[src/rtl/mem_stage_ctrl_if.sv]
// Interface bundling the EX/MEM input bundle, the data-memory req/ready bus,
// the upstream stall and the registered MEM/WB bundle of mem_stage_ctrl.
interface mem_stage_ctrl_if #(
    parameter int WIDTH = 32
);
    logic             REG_WRITE_M;
    logic             MEM_TO_REG_M;
    logic             MEM_WRITE_M;
    logic [WIDTH-1:0] ALU_OUT_M;
    logic [WIDTH-1:0] WRITE_DATA_M;
    logic [4:0]       WRITE_REG_M;

    logic             STALL_M;

    logic             DMEM_REQ;
    logic             DMEM_WE;
    logic [WIDTH-1:0] DMEM_ADDR;
    logic [WIDTH-1:0] DMEM_WDATA;
    logic [WIDTH-1:0] DMEM_RDATA;
    logic             DMEM_READY;

    logic             REG_WRITE_W;
    logic             MEM_TO_REG_W;
    logic [WIDTH-1:0] ALU_OUT_W;
    logic [WIDTH-1:0] READ_DATA_W;
    logic [4:0]       WRITE_REG_W;
    logic             MEM_ERR;

    // Environment side: pipeline producer, data memory and writeback consumer.
    modport master (
        output REG_WRITE_M, MEM_TO_REG_M, MEM_WRITE_M, ALU_OUT_M, WRITE_DATA_M, WRITE_REG_M,
        output DMEM_RDATA, DMEM_READY,
        input  STALL_M, DMEM_REQ, DMEM_WE, DMEM_ADDR, DMEM_WDATA,
        input  REG_WRITE_W, MEM_TO_REG_W, ALU_OUT_W, READ_DATA_W, WRITE_REG_W, MEM_ERR
    );

    modport slave (
        input  REG_WRITE_M, MEM_TO_REG_M, MEM_WRITE_M, ALU_OUT_M, WRITE_DATA_M, WRITE_REG_M,
        input  DMEM_RDATA, DMEM_READY,
        output STALL_M, DMEM_REQ, DMEM_WE, DMEM_ADDR, DMEM_WDATA,
        output REG_WRITE_W, MEM_TO_REG_W, ALU_OUT_W, READ_DATA_W, WRITE_REG_W, MEM_ERR
    );
endinterface

[src/rtl/mem_stage_ctrl.sv]
// MEM pipeline stage: issues loads/stores over a req/ready bus, stalls upstream while
// the access is outstanding, and registers the MEM/WB bundle. MEM_TIMEOUT_EN adds a WAIT abort.
module mem_stage_ctrl #(
    parameter int WIDTH          = 32,
    parameter int TIMEOUT_CYCLES = 16
) (
    input logic             CLK,
    input logic             CLR,
    mem_stage_ctrl_if.slave bus
);
    typedef enum logic {S_IDLE, S_WAIT} state_t;

    state_t           state;
    logic             req;
    logic             we;
    logic [WIDTH-1:0] addr;
    logic [WIDTH-1:0] wdata;
    logic             reg_write_w;
    logic             mem_to_reg_w;
    logic [WIDTH-1:0] alu_out_w;
    logic [WIDTH-1:0] read_data_w;
    logic [4:0]       write_reg_w;

    logic mem_op;
    logic is_load;
    logic abort;

    assign mem_op  = bus.MEM_TO_REG_M | bus.MEM_WRITE_M;
    // Store wins when both flags are set.
    assign is_load = bus.MEM_TO_REG_M & ~bus.MEM_WRITE_M;

`ifdef MEM_TIMEOUT_EN
    localparam int CNT_W = $clog2(TIMEOUT_CYCLES) + 1;

    logic [CNT_W-1:0] wait_cnt;
    logic             mem_err;

    // wait_cnt holds the number of earlier unanswered WAIT cycles, so this fires on the
    // TIMEOUT_CYCLES-th one; READY in that same cycle takes precedence.
    assign abort       = (state == S_WAIT) && !bus.DMEM_READY &&
                         (wait_cnt == CNT_W'(TIMEOUT_CYCLES - 1));
    assign bus.MEM_ERR = mem_err;
`else
    assign abort       = 1'b0;
    assign bus.MEM_ERR = 1'b0;
`endif

    // Reset gates the stall so the pipeline is released the moment CLR rises.
    assign bus.STALL_M = !CLR && ((state == S_IDLE) ? mem_op : (!bus.DMEM_READY && !abort));

    assign bus.DMEM_REQ     = req;
    assign bus.DMEM_WE      = we;
    assign bus.DMEM_ADDR    = addr;
    assign bus.DMEM_WDATA   = wdata;
    assign bus.REG_WRITE_W  = reg_write_w;
    assign bus.MEM_TO_REG_W = mem_to_reg_w;
    assign bus.ALU_OUT_W    = alu_out_w;
    assign bus.READ_DATA_W  = read_data_w;
    assign bus.WRITE_REG_W  = write_reg_w;

    always_ff @(posedge CLK or posedge CLR) begin
        if (CLR) begin
            state        <= S_IDLE;
            req          <= 1'b0;
            we           <= 1'b0;
            addr         <= '0;
            wdata        <= '0;
            reg_write_w  <= 1'b0;
            mem_to_reg_w <= 1'b0;
            alu_out_w    <= '0;
            read_data_w  <= '0;
            write_reg_w  <= '0;
`ifdef MEM_TIMEOUT_EN
            wait_cnt     <= '0;
            mem_err      <= 1'b0;
`endif
        end else begin
`ifdef MEM_TIMEOUT_EN
            mem_err <= 1'b0;
`endif
            case (state)
                S_IDLE: begin
                    if (mem_op) begin
                        state        <= S_WAIT;
                        req          <= 1'b1;
                        we           <= bus.MEM_WRITE_M;
                        addr         <= bus.ALU_OUT_M;
                        wdata        <= bus.WRITE_DATA_M;
                        reg_write_w  <= 1'b0;
                        mem_to_reg_w <= 1'b0;
                        alu_out_w    <= '0;
                        read_data_w  <= '0;
                        write_reg_w  <= '0;
`ifdef MEM_TIMEOUT_EN
                        wait_cnt     <= '0;
`endif
                    end else begin
                        reg_write_w  <= bus.REG_WRITE_M;
                        mem_to_reg_w <= 1'b0;
                        alu_out_w    <= bus.ALU_OUT_M;
                        read_data_w  <= '0;
                        write_reg_w  <= bus.WRITE_REG_M;
                    end
                end
                S_WAIT: begin
                    if (bus.DMEM_READY) begin
                        state        <= S_IDLE;
                        req          <= 1'b0;
                        reg_write_w  <= bus.REG_WRITE_M;
                        mem_to_reg_w <= is_load;
                        alu_out_w    <= bus.ALU_OUT_M;
                        read_data_w  <= is_load ? bus.DMEM_RDATA : '0;
                        write_reg_w  <= bus.WRITE_REG_M;
                    end
`ifdef MEM_TIMEOUT_EN
                    else if (abort) begin
                        state   <= S_IDLE;
                        req     <= 1'b0;
                        mem_err <= 1'b1;
                    end else begin
                        wait_cnt <= wait_cnt + 1'b1;
                    end
`endif
                end
                default: state <= S_IDLE;
            endcase
        end
    end
endmodule
[src/flat_wrapper.sv]
// flat-port wrapper written by rule: the top's interface ports become plain ports
module mem_stage_ctrl_flat 
#(
    parameter int WIDTH          = 32,
    parameter int TIMEOUT_CYCLES = 16
)
  (CLK, CLR, bus_REG_WRITE_M, bus_MEM_TO_REG_M, bus_MEM_WRITE_M, bus_ALU_OUT_M, bus_WRITE_DATA_M, bus_WRITE_REG_M, bus_DMEM_RDATA, bus_DMEM_READY, bus_STALL_M, bus_DMEM_REQ, bus_DMEM_WE, bus_DMEM_ADDR, bus_DMEM_WDATA, bus_REG_WRITE_W, bus_MEM_TO_REG_W, bus_ALU_OUT_W, bus_READ_DATA_W, bus_WRITE_REG_W, bus_MEM_ERR);
  mem_stage_ctrl_if #(.WIDTH(WIDTH)) bus_i ();
  input logic CLK;
  input logic CLR;
  input wire logic [$bits(bus_i.REG_WRITE_M)-1:0] bus_REG_WRITE_M;
  input wire logic [$bits(bus_i.MEM_TO_REG_M)-1:0] bus_MEM_TO_REG_M;
  input wire logic [$bits(bus_i.MEM_WRITE_M)-1:0] bus_MEM_WRITE_M;
  input wire logic [$bits(bus_i.ALU_OUT_M)-1:0] bus_ALU_OUT_M;
  input wire logic [$bits(bus_i.WRITE_DATA_M)-1:0] bus_WRITE_DATA_M;
  input wire logic [$bits(bus_i.WRITE_REG_M)-1:0] bus_WRITE_REG_M;
  input wire logic [$bits(bus_i.DMEM_RDATA)-1:0] bus_DMEM_RDATA;
  input wire logic [$bits(bus_i.DMEM_READY)-1:0] bus_DMEM_READY;
  output wire logic [$bits(bus_i.STALL_M)-1:0] bus_STALL_M;
  output wire logic [$bits(bus_i.DMEM_REQ)-1:0] bus_DMEM_REQ;
  output wire logic [$bits(bus_i.DMEM_WE)-1:0] bus_DMEM_WE;
  output wire logic [$bits(bus_i.DMEM_ADDR)-1:0] bus_DMEM_ADDR;
  output wire logic [$bits(bus_i.DMEM_WDATA)-1:0] bus_DMEM_WDATA;
  output wire logic [$bits(bus_i.REG_WRITE_W)-1:0] bus_REG_WRITE_W;
  output wire logic [$bits(bus_i.MEM_TO_REG_W)-1:0] bus_MEM_TO_REG_W;
  output wire logic [$bits(bus_i.ALU_OUT_W)-1:0] bus_ALU_OUT_W;
  output wire logic [$bits(bus_i.READ_DATA_W)-1:0] bus_READ_DATA_W;
  output wire logic [$bits(bus_i.WRITE_REG_W)-1:0] bus_WRITE_REG_W;
  output wire logic [$bits(bus_i.MEM_ERR)-1:0] bus_MEM_ERR;
  assign bus_i.REG_WRITE_M = bus_REG_WRITE_M;
  assign bus_i.MEM_TO_REG_M = bus_MEM_TO_REG_M;
  assign bus_i.MEM_WRITE_M = bus_MEM_WRITE_M;
  assign bus_i.ALU_OUT_M = bus_ALU_OUT_M;
  assign bus_i.WRITE_DATA_M = bus_WRITE_DATA_M;
  assign bus_i.WRITE_REG_M = bus_WRITE_REG_M;
  assign bus_i.DMEM_RDATA = bus_DMEM_RDATA;
  assign bus_i.DMEM_READY = bus_DMEM_READY;
  assign bus_STALL_M = bus_i.STALL_M;
  assign bus_DMEM_REQ = bus_i.DMEM_REQ;
  assign bus_DMEM_WE = bus_i.DMEM_WE;
  assign bus_DMEM_ADDR = bus_i.DMEM_ADDR;
  assign bus_DMEM_WDATA = bus_i.DMEM_WDATA;
  assign bus_REG_WRITE_W = bus_i.REG_WRITE_W;
  assign bus_MEM_TO_REG_W = bus_i.MEM_TO_REG_W;
  assign bus_ALU_OUT_W = bus_i.ALU_OUT_W;
  assign bus_READ_DATA_W = bus_i.READ_DATA_W;
  assign bus_WRITE_REG_W = bus_i.WRITE_REG_W;
  assign bus_MEM_ERR = bus_i.MEM_ERR;
  mem_stage_ctrl #(.WIDTH(WIDTH), .TIMEOUT_CYCLES(TIMEOUT_CYCLES)) u_core (.CLK(CLK), .CLR(CLR), .bus(bus_i));
endmodule
[config.mk]
export PLATFORM = sky130hd
export DESIGN_NAME = mem_stage_ctrl_flat
export DESIGN_NICKNAME = d
export VERILOG_FILES = /design/src/rtl/mem_stage_ctrl_if.sv /design/src/rtl/mem_stage_ctrl.sv /design/src/flat_wrapper.sv
export SDC_FILE = /design/constraint.sdc
export NUM_CORES = 1
export LEC_CHECK = 0
export CORE_AREA = 2 2 119 132
export DETAILED_ROUTE_END_ITERATION = 10
export DIE_AREA = 0 0 121 134
export PLACE_DENSITY_LB_ADDON = 0.1
export SLEW_MARGIN = 10
export SYNTH_ARGS = -nofsm -noshare
export SYNTH_HDL_FRONTEND = slang
export SYNTH_SLANG_ARGS = --single-unit
[constraint.sdc]
create_clock -name CLK -period 4.85 [get_ports CLK]
set_input_delay 0.485 -clock CLK [delete_from_list [all_inputs] [get_ports CLK]]
set_output_delay 0.485 -clock CLK [all_outputs]
set_load 0.01 [all_outputs]
==> flow_summary_export.csv <==
group,metric,value,unit
outcome,result_of_the_run,"completed",
sta,setup_viol_count_final,0,
route,drt-pass1-iter-count,4,
yosys,seq_area_frac_synth,53.6,%
floorplan,num_io_pins,246,
power,swShare,26.4,%
yosys,synth.most_common_cell,"sky130_fd_sc_hd__dfrtp_1",
sta,finalHoldViolations,0,
floorplan,die_area,16200,um^2
clock_network,clockRootBuffer,"sky130_fd_sc_hd__clkbuf_16",
sta,worst_pin_slew,1000,ps
sta,finalWorstPathRequiredPeriod,2790,ps
floorplan,num_rows,47,
worst_setup_path,critical_setup_path_class,"in2out",
power,clock_power_share,33.2,%
layout,num_antenna_cells,0,
route,initialDrtViolationCount,285,
yosys,synth.top_cells.by_count,"sky130_fd_sc_hd__dfrtp_1, sky130_fd_sc_hd__mux2_4, sky130_fd_sc_hd__or4b_1, sky130_fd_sc_hd__mux2i_1",
clock_network,post_cts.resized_instances,0,
place,hpwlAfterDp,11100,um
power,p_switching,945,uW
yosys,synth.ff_latch_count,138,
clock_network,htreeDepth,4,
power,p_comb_share,26.7,%
yosys,count_of_warnings_emitted_by_yosys,0,
layout,fillCellCount,1151,
clock_network,post_cts_setup_buffers,0,
run,max_cap_viol_count,0,
worst_hold_path,hold_path_depth,1,
worst_setup_path,critical_path.max_fanout,74,
clock_network,postCtsHoldBufs,0,
route,route.detailed.vias_per_inst,5.17,
worst_setup_path,crit_required,4370,ps
global_routing,initial_antenna_violation_count,0,
yosys,netlist_area,6450,um^2
route,drc_errors,0,
floorplan,design.core.area,14900,um^2
clock_network,cts-buffers-inserted,17,
global_routing,grt_pass1_vias,4792,
sta,fin_tns_setup,0,ps
power,power.leakage,0.00402,uW
global_routing,global_route_wire_length_before_repair,26400,um
layout,nets,806,
sta,max_freq,0.358,GHz
route,detailroute.via_count,4697,
floorplan,initial_util,43.3,%
floorplan,chipHeight,134,um
layout,layout-area-overhead-vs-synth,45.4,%
clock_network,cts-root-to-sink-buffers,2,
power,pd_cells,382,nW/um^2
power,sequentialPowerShare,40.1,%
floorplan,die_w,121,um
layout,drive_above_1_share,15.0,%
place,gp_congestion,0.772,
global_routing,gr-total-overflow,0,
yosys,syn-mean-instance-area,13.5,um^2
worst_setup_path,worstRegToRegCells,4,
route,number_of_nets_with_antenna_violations_after_detailed_routing,0,
sta,worst_slew_margin_rel,33.2,%
route,wire_per_inst,18.5,um
worst_setup_path,setup.worst_path.start_class,"input port",
sta,period_share,57.6,%
power,max-vdd-ir-drop,255,uV
yosys,synth_area_leaders,"sky130_fd_sc_hd__dfrtp_1, sky130_fd_sc_hd__mux2_4, sky130_fd_sc_hd__or4b_1, sky130_fd_sc_hd__mux2i_1, sky130_fd_sc_hd__nand4b_1",
sta,max_slew_violation_count,0,
worst_setup_path,critical_path_endpoint_category,"primary output",
global_routing,global_route.usage.total,20.9,%
yosys,synth_largest_area_cell,"sky130_fd_sc_hd__dfrtp_1",
yosys,synth_enable_flop_cells,0,
yosys,dominantRegCellSynth,"sky130_fd_sc_hd__dfrtp_1",
clock_network,tritoncts,"built",
worst_setup_path,worst_ep_arrival_time,2310,ps
sta,skew,7.46,ps
yosys,synthCells,476,
clock_network,clock-sinks,138,
clock_network,clk_latency,410,ps
place,number_of_cells_in_the_design_after_placement,876,
power,cell_internal_pwr,2640,uW
clock_network,clk_pin_slew_worst_paths,50,ps
yosys,async_flop_share,100,%
place,buffer_ports.inserted,244,
sta,rsz0062_at_grt,"no",
route,postRouteWirelength,16800,um
global_routing,pin_count_of_the_biggest_net_entering_global_routing,113,
yosys,synth_cell_type_count,27,
worst_hold_path,hold_class,"reg2reg",
yosys,postSynthNetCount,583,
layout,fin_cells,908,
yosys,post-synth-top-area-fraction,53.6,%
power groups by stage:
stage	registers (uW)	clock network [uW]	logic [uW]
floorplan	1520	0	384
global placement	1450	0	951
detailed placement	1450	0	967
CTS	1430	1220	970
global route	1450	1280	1020
finish	1430	1190	957
worst paths after layout:
| path | slack (ps) | startpoint | endpoint |
|---|---|---|---|
| max | 2060 | bus_MEM_TO_REG_M | bus_STALL_M |
| min | 510 | u_core.bus.DMEM_ADDR[11] | u_core.bus.DMEM_ADDR[11] |
| max reg2reg | 2440 | u_core.state | u_core.bus.DMEM_WDATA[4] |
| min reg2reg | 510 | u_core.bus.DMEM_ADDR[11] | u_core.bus.DMEM_ADDR[11] |
| max in group asynchronous | 3090 | CLR | u_core.bus.READ_DATA_W[23] |
| min in group asynchronous | 770 | CLR | u_core.bus.DMEM_REQ |
placed cells by master (no fill, tap or decap), types with 2 or more instances in the layout:
master                              n
sky130_fd_sc_hd__clkinvlp_4         2
sky130_fd_sc_hd__clkinv_2           5
sky130_fd_sc_hd__buf_2              2
sky130_fd_sc_hd__mux2i_1           37
sky130_fd_sc_hd__clkdlybuf4s50_1  241
sky130_fd_sc_hd__nand4b_1          32
sky130_fd_sc_hd__clkbuf_1           3
sky130_fd_sc_hd__o21ai_0            7
sky130_fd_sc_hd__dfrtp_1          138
sky130_fd_sc_hd__clkbuf_8           5
sky130_fd_sc_hd__a21oi_1           35
sky130_fd_sc_hd__or4b_1            38
sky130_fd_sc_hd__mux2_4            60
sky130_fd_sc_hd__nand3_1            2
sky130_fd_sc_hd__mux2_2             4
sky130_fd_sc_hd__nand3b_1           2
sky130_fd_sc_hd__nor3_1             2
sky130_fd_sc_hd__clkbuf_16         17
sky130_fd_sc_hd__o21ai_1           30
sky130_fd_sc_hd__nand2b_1          35
sky130_fd_sc_hd__buf_4              9
kinds of logic after synthesis:
kind of cell | Yosys count | share of synthesized area (%)
AND/OR/NAND/NOR | 111 | 14.2
flip-flops | 138 | 53.6
buffers and inverters | 50 | 5.65
other | 1 | 0.0582
AO/OA/AOI/OAI | 75 | 6.13
multiplexers | 101 | 20.4
per-stage QoR:
stage / util (%) / hold slack [ps] / cell area, um^2 / power, uW / setup WS (ps)
2_1_floorplan: - / 532 / 6450 / 1900 / 669
6_report: 63.0 / 508 / 9380 / 3580 / 2060
4_1_cts: 63.0 / 511 / 9380 / 3620 / 2110
3_3_place_gp: 59.4 / 483 / 8830 / 2400 / 2120
5_1_grt: 63.0 / 520 / 9380 / 3750 / 1960
3_5_place_dp: 59.4 / 486 / 8830 / 2410 / 2120
layer usage:
layer,share of wire [%],up-vias,GRT usage (%),routed length (um)
li1,-,2183,-,-
met1,45,2357,27.6,7500
met2,49,143,33.7,8210
met3,5.5,14,5.61,922
met4,1.1,0,6.72,190
met5,0,-,0,0
critical path, cell delays in order:
cell,delay [ps]
sky130_fd_sc_hd__buf_2,110
sky130_fd_sc_hd__buf_4,570
sky130_fd_sc_hd__nor3_1,130
sky130_fd_sc_hd__a211oi_1,370
sky130_fd_sc_hd__clkdlybuf4s50_1,610
state kept, by name (all words and copies together), names as in the netlist:
register                 flops
u_core.bus.ALU_OUT_W        32
u_core.bus.DMEM_ADDR        32
u_core.bus.DMEM_WDATA       32
u_core.bus.READ_DATA_W      32
u_core.bus.WRITE_REG_W       5
u_core.bus.DMEM_REQ          1
u_core.bus.DMEM_WE           1
u_core.bus.MEM_TO_REG_W      1
u_core.bus.REG_WRITE_W       1
u_core.state                 1
cell type report:
type                    count  area [um^2]  share of cell area, %
clock buffers              25          505                   5.39
clock inverters             7         40.0                  0.427
inverters                   2         12.5                  0.133
multi-input cells         288         2630                   28.0
flip-flops and latches    138         3450                   36.8
well taps                 196          245                   2.62
repair buffers            252         2490                   26.6
Power figures use the tool's default switching activity.
